==> config.mk <==
export PLATFORM = sky130hd
export DESIGN_NAME = display_scheduler
export DESIGN_NICKNAME = d
export VERILOG_FILES = /design/src/rtl/display_sched_pkg.sv /design/src/rtl/disp_rr_pick.sv /design/src/rtl/display_scheduler.sv
export SDC_FILE = /design/constraint.sdc
export NUM_CORES = 1
export LEC_CHECK = 0
export BUFFER_PORTS_ARGS = -buffer_cell sky130_fd_sc_hd__buf_4
export CAP_MARGIN = 0
export CORE_UTILIZATION = 49
export CTS_BUF_LIST = sky130_fd_sc_hd__clkbuf_4
export DETAILED_ROUTE_END_ITERATION = 10
export PLACE_DENSITY = 0.89
export SLEW_MARGIN = 10
export SYNTH_ARGS = -nofsm -noshare
export SYNTH_HDL_FRONTEND = slang
export SYNTH_SLANG_ARGS = --single-unit
==> constraint.sdc <==
create_clock -name clk -period 2.4 [get_ports clk]
set_clock_uncertainty 0.1 [all_clocks]
set_input_delay 0.72 -clock clk [delete_from_list [all_inputs] [get_ports clk]]
set_output_delay 0.72 -clock clk [all_outputs]
set_load 0.1 [all_outputs]
==> src/rtl/display_sched_pkg.sv <==
// rtl/display_sched_pkg.sv - shared state type, defaults and index-width helper for display_scheduler
package display_sched_pkg;

  typedef enum logic [1:0] {
    IDLE,
    OFFER,
    DWELL
  } sched_state_t;

  localparam int DEF_NUM_CLIENTS = 4;
  localparam int DEF_DWELL_W     = 16;

  function automatic int client_idx_w(input int n);
    return $clog2(n);
  endfunction

endpackage

==> src/rtl/disp_rr_pick.sv <==
// rtl/disp_rr_pick.sv - combinational client picker (round-robin, or fixed priority under DISPLAY_SCHED_FIXED_PRIO_EN)
module disp_rr_pick
  import display_sched_pkg::*;
#(
  parameter int NUM_CLIENTS = DEF_NUM_CLIENTS,
  parameter int IDX_W       = $clog2(NUM_CLIENTS)
) (
  input  logic [NUM_CLIENTS-1:0] eligible,
  input  logic [IDX_W-1:0]       ptr,
  output logic                   found,
  output logic [IDX_W-1:0]       winner
);

`ifdef DISPLAY_SCHED_FIXED_PRIO_EN

  // The pointer has no meaning when the lowest index always wins.
  logic unused_ptr;
  assign unused_ptr = ^ptr;

  // Lowest-index eligible client wins.
  always_comb begin
    found  = 1'b0;
    winner = '0;
    for (int i = 0; i < NUM_CLIENTS; i++) begin
      if (!found && eligible[i]) begin
        found  = 1'b1;
        winner = IDX_W'(i);
      end
    end
  end

`else

  // Index of the client 'step' places after p, wrapping at NUM_CLIENTS.
  function automatic logic [IDX_W-1:0] wrap_idx(input logic [IDX_W-1:0] p, input int step);
    int s;
    s = int'(p) + step;
    if (s >= NUM_CLIENTS) s = s - NUM_CLIENTS;
    return s[IDX_W-1:0];
  endfunction

  // First eligible client after the pointer, the pointer itself searched last.
  always_comb begin
    found  = 1'b0;
    winner = '0;
    for (int i = 1; i <= NUM_CLIENTS; i++) begin
      if (!found && eligible[wrap_idx(ptr, i)]) begin
        found  = 1'b1;
        winner = wrap_idx(ptr, i);
      end
    end
  end

`endif

endmodule

==> src/rtl/display_scheduler.sv <==
// rtl/display_scheduler.sv - shares one display path among clients; DISPLAY_SCHED_FIXED_PRIO_EN selects fixed priority
module display_scheduler
  import display_sched_pkg::*;
#(
  parameter int DATA_WIDTH  = 8,
  parameter int NUM_CLIENTS = DEF_NUM_CLIENTS,
  parameter int DWELL_W     = DEF_DWELL_W
) (
  input  logic                              clk,
  input  logic                              rst_n,
  input  logic [NUM_CLIENTS*DATA_WIDTH-1:0] client_data,
  input  logic [NUM_CLIENTS-1:0]            client_valid,
  input  logic [NUM_CLIENTS-1:0]            enable_mask,
  input  logic [DWELL_W-1:0]                dwell_cycles,
  input  logic                              ready,
  output logic [NUM_CLIENTS-1:0]            client_ack,
  output logic [DATA_WIDTH-1:0]             number_to_display,
  output logic [$clog2(NUM_CLIENTS)-1:0]    client_number,
  output logic                              disp_valid,
  output logic                              busy
);

  localparam int IDX_W = client_idx_w(NUM_CLIENTS);

  sched_state_t           state;
  sched_state_t           state_nx;
  logic [IDX_W-1:0]       ptr;
  logic [IDX_W-1:0]       winner;
  logic                   found;
  logic                   grant;
  logic                   xfer;
  logic [DWELL_W-1:0]     dwell_cnt;
  logic [NUM_CLIENTS-1:0] eligible;

  assign eligible = client_valid & enable_mask;

  disp_rr_pick #(
    .NUM_CLIENTS (NUM_CLIENTS),
    .IDX_W       (IDX_W)
  ) u_pick (
    .eligible (eligible),
    .ptr      (ptr),
    .found    (found),
    .winner   (winner)
  );

  // State register; rst_n is active-high despite its name.
  always_ff @(posedge clk) begin
    if (rst_n) state <= IDLE;
    else       state <= state_nx;
  end

  // Next state plus grant/transfer strobes for the datapath.
  always_comb begin
    state_nx = state;
    grant    = 1'b0;
    xfer     = 1'b0;
    case (state)
      IDLE: begin
        if (found) begin
          grant    = 1'b1;
          state_nx = OFFER;
        end
      end
      OFFER: begin
        if (ready) begin
          xfer     = 1'b1;
          state_nx = (dwell_cycles == '0) ? IDLE : DWELL;
        end
      end
      DWELL: begin
        if (dwell_cnt == DWELL_W'(1)) state_nx = IDLE;
      end
      default: state_nx = IDLE;
    endcase
  end

  // Capture the winner on grant, and run the dwell counter after transfer.
  always_ff @(posedge clk) begin
    if (rst_n) begin
      ptr               <= IDX_W'(NUM_CLIENTS - 1);
      client_ack        <= '0;
      number_to_display <= '0;
      client_number     <= '0;
      dwell_cnt         <= '0;
    end else begin
      client_ack <= '0;
      if (grant) begin
        ptr               <= winner;
        client_number     <= winner;
        number_to_display <= client_data[winner*DATA_WIDTH +: DATA_WIDTH];
        client_ack        <= NUM_CLIENTS'(1) << winner;
      end
      if (xfer)                dwell_cnt <= dwell_cycles;
      else if (state == DWELL) dwell_cnt <= dwell_cnt - DWELL_W'(1);
    end
  end

  assign disp_valid = (state == OFFER);
  assign busy       = (state != IDLE);

endmodule

### Word level (Yosys, flattened, before mapping)

Cells that the tools add are included.

* add/sub/neg operators: 9
* multipliers: 0
* div/mod/pow operators: 0
* magnitude comparators: 8
* equality and inequality tests: 6
* shifts and indexed selects: 2
* mux-type cells: 31
* bitwise operators: 2
* reduce and logical (&&, ||, !) cells: 12

Operator list (count)
* 16-bit two-way mux: 2
* 32-bit by 6-bit indexed part select with 8-bit output: 1
* 2-bit two-way mux: 12
* 16-bit by 1-bit equality test with 1-bit output, second input constant: 1
* 16-bit zero test: 1
* 16-bit by 1-bit subtractor with 16-bit output, second input constant: 1
* 2-bit by 3-bit < comparator with 1-bit output, second input constant: 4
* 1-bit two-way mux: 12
* 3-bit greater-or-equal comparator, second input constant: 3
* 1-bit binary-select mux with 2-bit select: 4
* 2-bit by 1-bit subtractor with 2-bit output, second input constant: 4
* 2-bit by 2-bit adder with 3-bit output, second input constant: 2
* 2-bit != test, second input constant: 3
* 2-bit one-hot mux with 3 select lines: 1
* 2-bit by 3-bit adder with 4-bit output, second input constant: 1
* 4-bit bitwise AND: 1
* 4-bit by 3-bit greater-or-equal comparator with 1-bit output, second input constant: 1
* 2-bit nonzero test: 2
* 1-bit by 2-bit << shifter with 4-bit output, first input constant: 1
* 2-bit by 1-bit adder with 3-bit output, second input constant: 1
* 1-bit logical AND: 3
* 1-bit zero test: 3
* 3-bit AND reduction: 1
* 2-bit by 1-bit equality test with 1-bit output, second input constant: 1
* other kinds (4): 4

* bits in registers: 34
* latch bits: 0
* RAM bits: 0
* memory bits (read-only): 0
* input port bits: 59
* output and inout port bits: 16
* word-level logic and storage cells: 76
* memories: 0

### Longest topological paths before layout

* word-level depth: 19
* mapped depth: 6
* mapped depth without buffers: 6

### Cells and area by module

From an unflattened synthesis, not the netlist that was laid out.

* cell total of the unflattened synthesis: 227
* area, all modules: 1880.6 µm²

By module, submodules not included
* display_scheduler: times used 1, cells an instance 213, area an instance 1789.2 µm², sequential area each 680.7 µm²
* disp_rr_pick: times used 1, cells an instance 14, area an instance 91.3 µm², sequential area each 0.0 µm²

### Worst setup path before layout

No wires, ideal clock.

* kind: register -> register
* start point: reg state[0]
* end point: reg dwell_cnt[12]
* library setup time: 71 ps
* arrival time: 2779 ps
* required time: 2229 ps
* setup slack: -550 ps
* cell stages (with the launch flop): 7
* buffers on the path: 2
* period minus slack after synthesis: 2950 ps
* cell sequence: dfxtp_1 -> nor2b_1 -> and2_1 -> clkbuf_1 -> clkbuf_1 -> a21oi_1 -> a21oi_1

* word-level cells in the longest chain between the ends: 3
* elaborated cells between the ends (all ways): 5
* those cells by class: eq/ne (2); mux (2); reduce/logical (1)

RTL lines
* start, declared: RTL line display_scheduler.sv:25 `sched_state_t state;`
* start signal, assigned: RTL line display_scheduler.sv:50 `else state <= state_nx;`
* 2-bit by 1-bit equality test with 1-bit output (*)
* net disp_valid: RTL line display_scheduler.sv:19 `output logic disp_valid,`
* 1-bit two-way mux (*): RTL line display_scheduler.sv:58 `case (state)`
* 16-bit two-way mux / 2-bit nonzero test (equally long branches)
* end signal, assigned: RTL line display_scheduler.sv:94 `if (xfer) dwell_cnt <= dwell_cycles;`
* end signal, assigned: RTL line display_scheduler.sv:95 `else if (state == DWELL) dwell_cnt <= dwell_cnt - DWELL_W'(1);`
* end, declared: RTL line display_scheduler.sv:32 `logic [DWELL_W-1:0] dwell_cnt;`

The timed path passes the listed nets; every way through them passes the cells marked *.
A chain may end at the register's enable or synchronous reset.

### Final worst setup path

* start point: reg state[1]
* end point: out busy

* word-level cells in the longest chain between the ends: 1

RTL lines
* 2-bit nonzero test: RTL line display_scheduler.sv:100 `assign busy = (state != IDLE);`
* end, declared: RTL line display_scheduler.sv:20 `output logic busy`

No other way between the ends.

==> key figures <==
Status
  – Status: finished clean

Setup path
  – Slowest CP cell: dfxtp_1
  – Startpoint Class: register
  – Buf/Inv on CP: 1
  – CP Capture Type: output pin
  – Crit path cell chain: or2_2 > buf_4
  – Critical path class: reg2out
  – Largest stage delay, worst path: 360 ps
  – Worst path arrival time: 1270 ps
  – Worst EP required: 1580 ps
  – CP top delay family: flip-flops
  – Worst Path Max Fanout: 5

Synthesis
  – Largest family of logic cells by synthesized area: simple AND/OR/NAND/NOR gates
  – Syn Area/Cell: 8.406 um2
  – Synth Area in Adders: 0.01398
  – XOR/XNOR Fraction of Synth Area: 0.004892
  – Syn. warnings: 0
  – Seq/Total Area, Yosys: 0.3802
  – Simple-gate share of the synthesized area: 0.2607
  – Portion of netlist area occupied by mux cells: 0.09574
  – Area contributors post-synth: dfxtp_1 (38%), mux2i_1 (8.9%), nand2_1 (5.7%)
  – Number of flops mapped to enable cells by yosys: 0
  – Cell taking the most area after synthesis: dfxtp_1
  – Area fraction in compound gates after synthesis: 0.2096
  – Post-Synthesis Cells: 213
  – Net count after synthesis: 274
  – Distinct cells, synth: 44
  – Mapped Area: 1790 um2
  – Post-synth top area share: 0.3802
  – Top FF cell, synth: dfxtp_1
  – Yosys reg bits: 34
  – Share of flip-flops with an asynchronous set or reset: 0

CTS
  – CTS H-tree depth: 2
  – TritonCTS clock tree: done
  – Clock sinks: 34
  – Clock Latency Late Sink: 350 ps
  – Deepest clock path buffer count: 2
  – # hold bufs at CTS: 0
  – CTS Buf Count: 5
  – Clock root buffer: clkbuf_4
  – CTS resizes: 0
  – Clk pin slew, worst setup/hold paths: 120 ps
  – Setup Buffers After CTS: 0

STA
  – Final setup violation count: 0
  – Final period utilization: 0.8722
  – Worst slew pin tran: 417.6 ps
  – Max-slew headroom: 0.7190
  – Endpoints failing hold: 0
  – Highest clock rate: 477.7 MHz
  – Post-route minimum period: 2093 ps
  – Setup TNS Final: 0 ps
  – Final slew viol count: 0
  – RSZ-0062 raised after global routing: no

Finish
  – Final #Nets: 354
  – Layout cell share with drive strength beyond 1: 0.3333
  – Fill cells: 259
  – # diodes: 0
  – Synth-to-Final Area Change: 40.81%

Power
  – Pleak: 0.001073 uW
  – Clock power share: 0.237
  – Comb power frac: 0.388
  – Sequential power share: 0.375
  – Total power: 1813 uW
  – PD cells: 719.2 nW/um2
  – P_int: 1097 uW
  – Switching share of total power: 0.3950
  – Worst vdd ir: 481.9 uV
  – Sw Pwr: 716.2 uW

Place
  – Placer Congestion: 0.8465
  – HPWL Detailed: 3.720 mm
  – Port bufs: 74

Die
  – Num rows: 21
  – Die H: 62.45 um
  – Die area: 3900 um2
  – Core area: 3416 um2
  – Die width: 62.45 um
  – # IOs: 75
  – Starting Density: 0.5242

Global routing
  – GR Overflow Total: 0
  – Vias in the first global route: 1799
  – Initial antenna violation count: 0
  – First-pass GRT wire length: 8.121 mm
  – Largest net degree at the start of global routing: 25
  – Gr usage total: 0.2642

Hold path
  – Hold Path Class: reg2reg

Routing
  – Routed via count: 1914
  – Final ANT Viol Nets: 0
  – Routed WL per cell: 14.20 um
  – First-pass iteration count of the detailed router: 4
  – Iteration-0 DRC Markers: 117
  – Post-DR vias/cell: 5.629
  – Total Wirelength: 4.828 mm
  – DR DRC count: 0

Flow run
  – Max_cap viols: 0
[kinds of logic (layout without fill, tap and decap cells)]
logic type	Yosys count	in the layout
compound gates	56	56
buf+inv	14	95
xor+xnor	1	1
flops	34	34
mux	17	17
fa+ha+maj	2	2
simple gates	89	89
[synthesized netlist by cell type (2+ instances only)]
cell type,count
inv_1,4
nand4_1,2
o221ai_1,8
o211ai_1,5
or4_1,2
a22oi_1,2
nor4_1,5
nor2_1,17
o21ai_0,4
clkbuf_1,6
and2_1,2
ha_1,2
buf_2,2
nand2_1,27
a21oi_1,19
nand3b_1,2
nand2b_1,3
nor3_1,4
mux2i_1,16
nand3_1,9
o311ai_0,2
dfxtp_1,34
or3_1,5
nor2b_1,4
a31oi_1,6
a221oi_1,3
[worst min-delay path, stage by stage, from the launching register on]
cell and delay, ps:
dfxtp_1 340, nand2_1 60, a21oi_1 50
[path summary, 6_finish.rpt]
path | slack, ps | start | endpoint | cells after the start
worst max-delay path | 310 | state[1] | busy | 2
worst min-delay path | 380 | client_number[1] | client_number[1] | 2
worst max register to register | 440 | dwell_cnt[7] | dwell_cnt[15] | 5
worst min register to register | 380 | client_number[1] | client_number[1] | 2
[flip-flops by register name (all words and copies together), names as in the netlist]
name	count
dwell_cnt	16
number_to_display	8
client_ack	4
client_number	2
ptr	2
state	2
[per-stage QoR]
| step | cell area [um2] | hold slack, ps | setup WS (ps) | instances | utilization |
|---|---|---|---|---|---|
| 3_5_place_dp | 2439 | 358.4 | 77.94 | 332 | 0.7139 |
| 3_3_place_gp | 2439 | 345.1 | 143.7 | 332 | 0.7139 |
| 2_1_floorplan | 1793 | 369.5 | 26.44 | 213 | - |
| 6_report | 2521 | 383.5 | 306.6 | 340 | 0.7381 |
| 5_1_grt | 2521 | 391.1 | 234.9 | 340 | 0.7381 |
| 4_1_cts | 2521 | 380.7 | 302.2 | 340 | 0.7381 |
[power groups by stage]
| stage | sequential (uW) | clock (uW) | combinational, uW |
|---|---|---|---|
| 2_1_floorplan | 877 | 0 | 306 |
| 3_5_place_dp | 690 | 0 | 701 |
| 4_1_cts | 678 | 432 | 702 |
| 3_3_place_gp | 686 | 0 | 690 |
| 6_report | 679 | 430 | 704 |
| 5_1_grt | 688 | 462 | 747 |
[layout by cell type, fill, tap and decap left out, types with 2 or more instances in the layout]
| cell | count |
|---|---|
| nand4_1 | 2 |
| nand3_1 | 9 |
| or4_1 | 2 |
| nor2_1 | 17 |
| a22oi_1 | 2 |
| ha_1 | 2 |
| nor2b_1 | 3 |
| mux2i_1 | 16 |
| nor4_1 | 5 |
| o311ai_0 | 2 |
| nand2b_1 | 3 |
| clkinvlp_4 | 2 |
| inv_1 | 4 |
| nand3b_1 | 2 |
| dfxtp_1 | 34 |
| clkbuf_4 | 5 |
| o211ai_1 | 5 |
| a221oi_1 | 3 |
| o21ai_0 | 4 |
| a31oi_1 | 6 |
| o221ai_1 | 8 |
| and2_1 | 2 |
| nor3_1 | 4 |
| a21oi_1 | 19 |
| nand2_1 | 27 |
| buf_4 | 82 |
| or3_1 | 5 |
[final cells by class]
type / instances / area, um2 / share of cell area
inverter: 4 / 15.01 / 0.005955
multi-input combinational: 165 / 1050 / 0.4164
tap: 46 / 57.56 / 0.02283
sequential: 34 / 680.7 / 0.2700
clock buffer: 5 / 37.54 / 0.01489
timing repair buffer: 83 / 635.6 / 0.2521
clock inverter: 3 / 45.04 / 0.01787
[metal layers]
metal	vias up	part of all wire	GRT usage
li1	964	-	-
met1	876	0.40	0.3121
met2	67	0.52	0.4660
met3	7	0.053	0.04562
met4	0	0.017	0.1134
met5	-	0	0
Note: power is estimated with default switching activity, not from simulation.
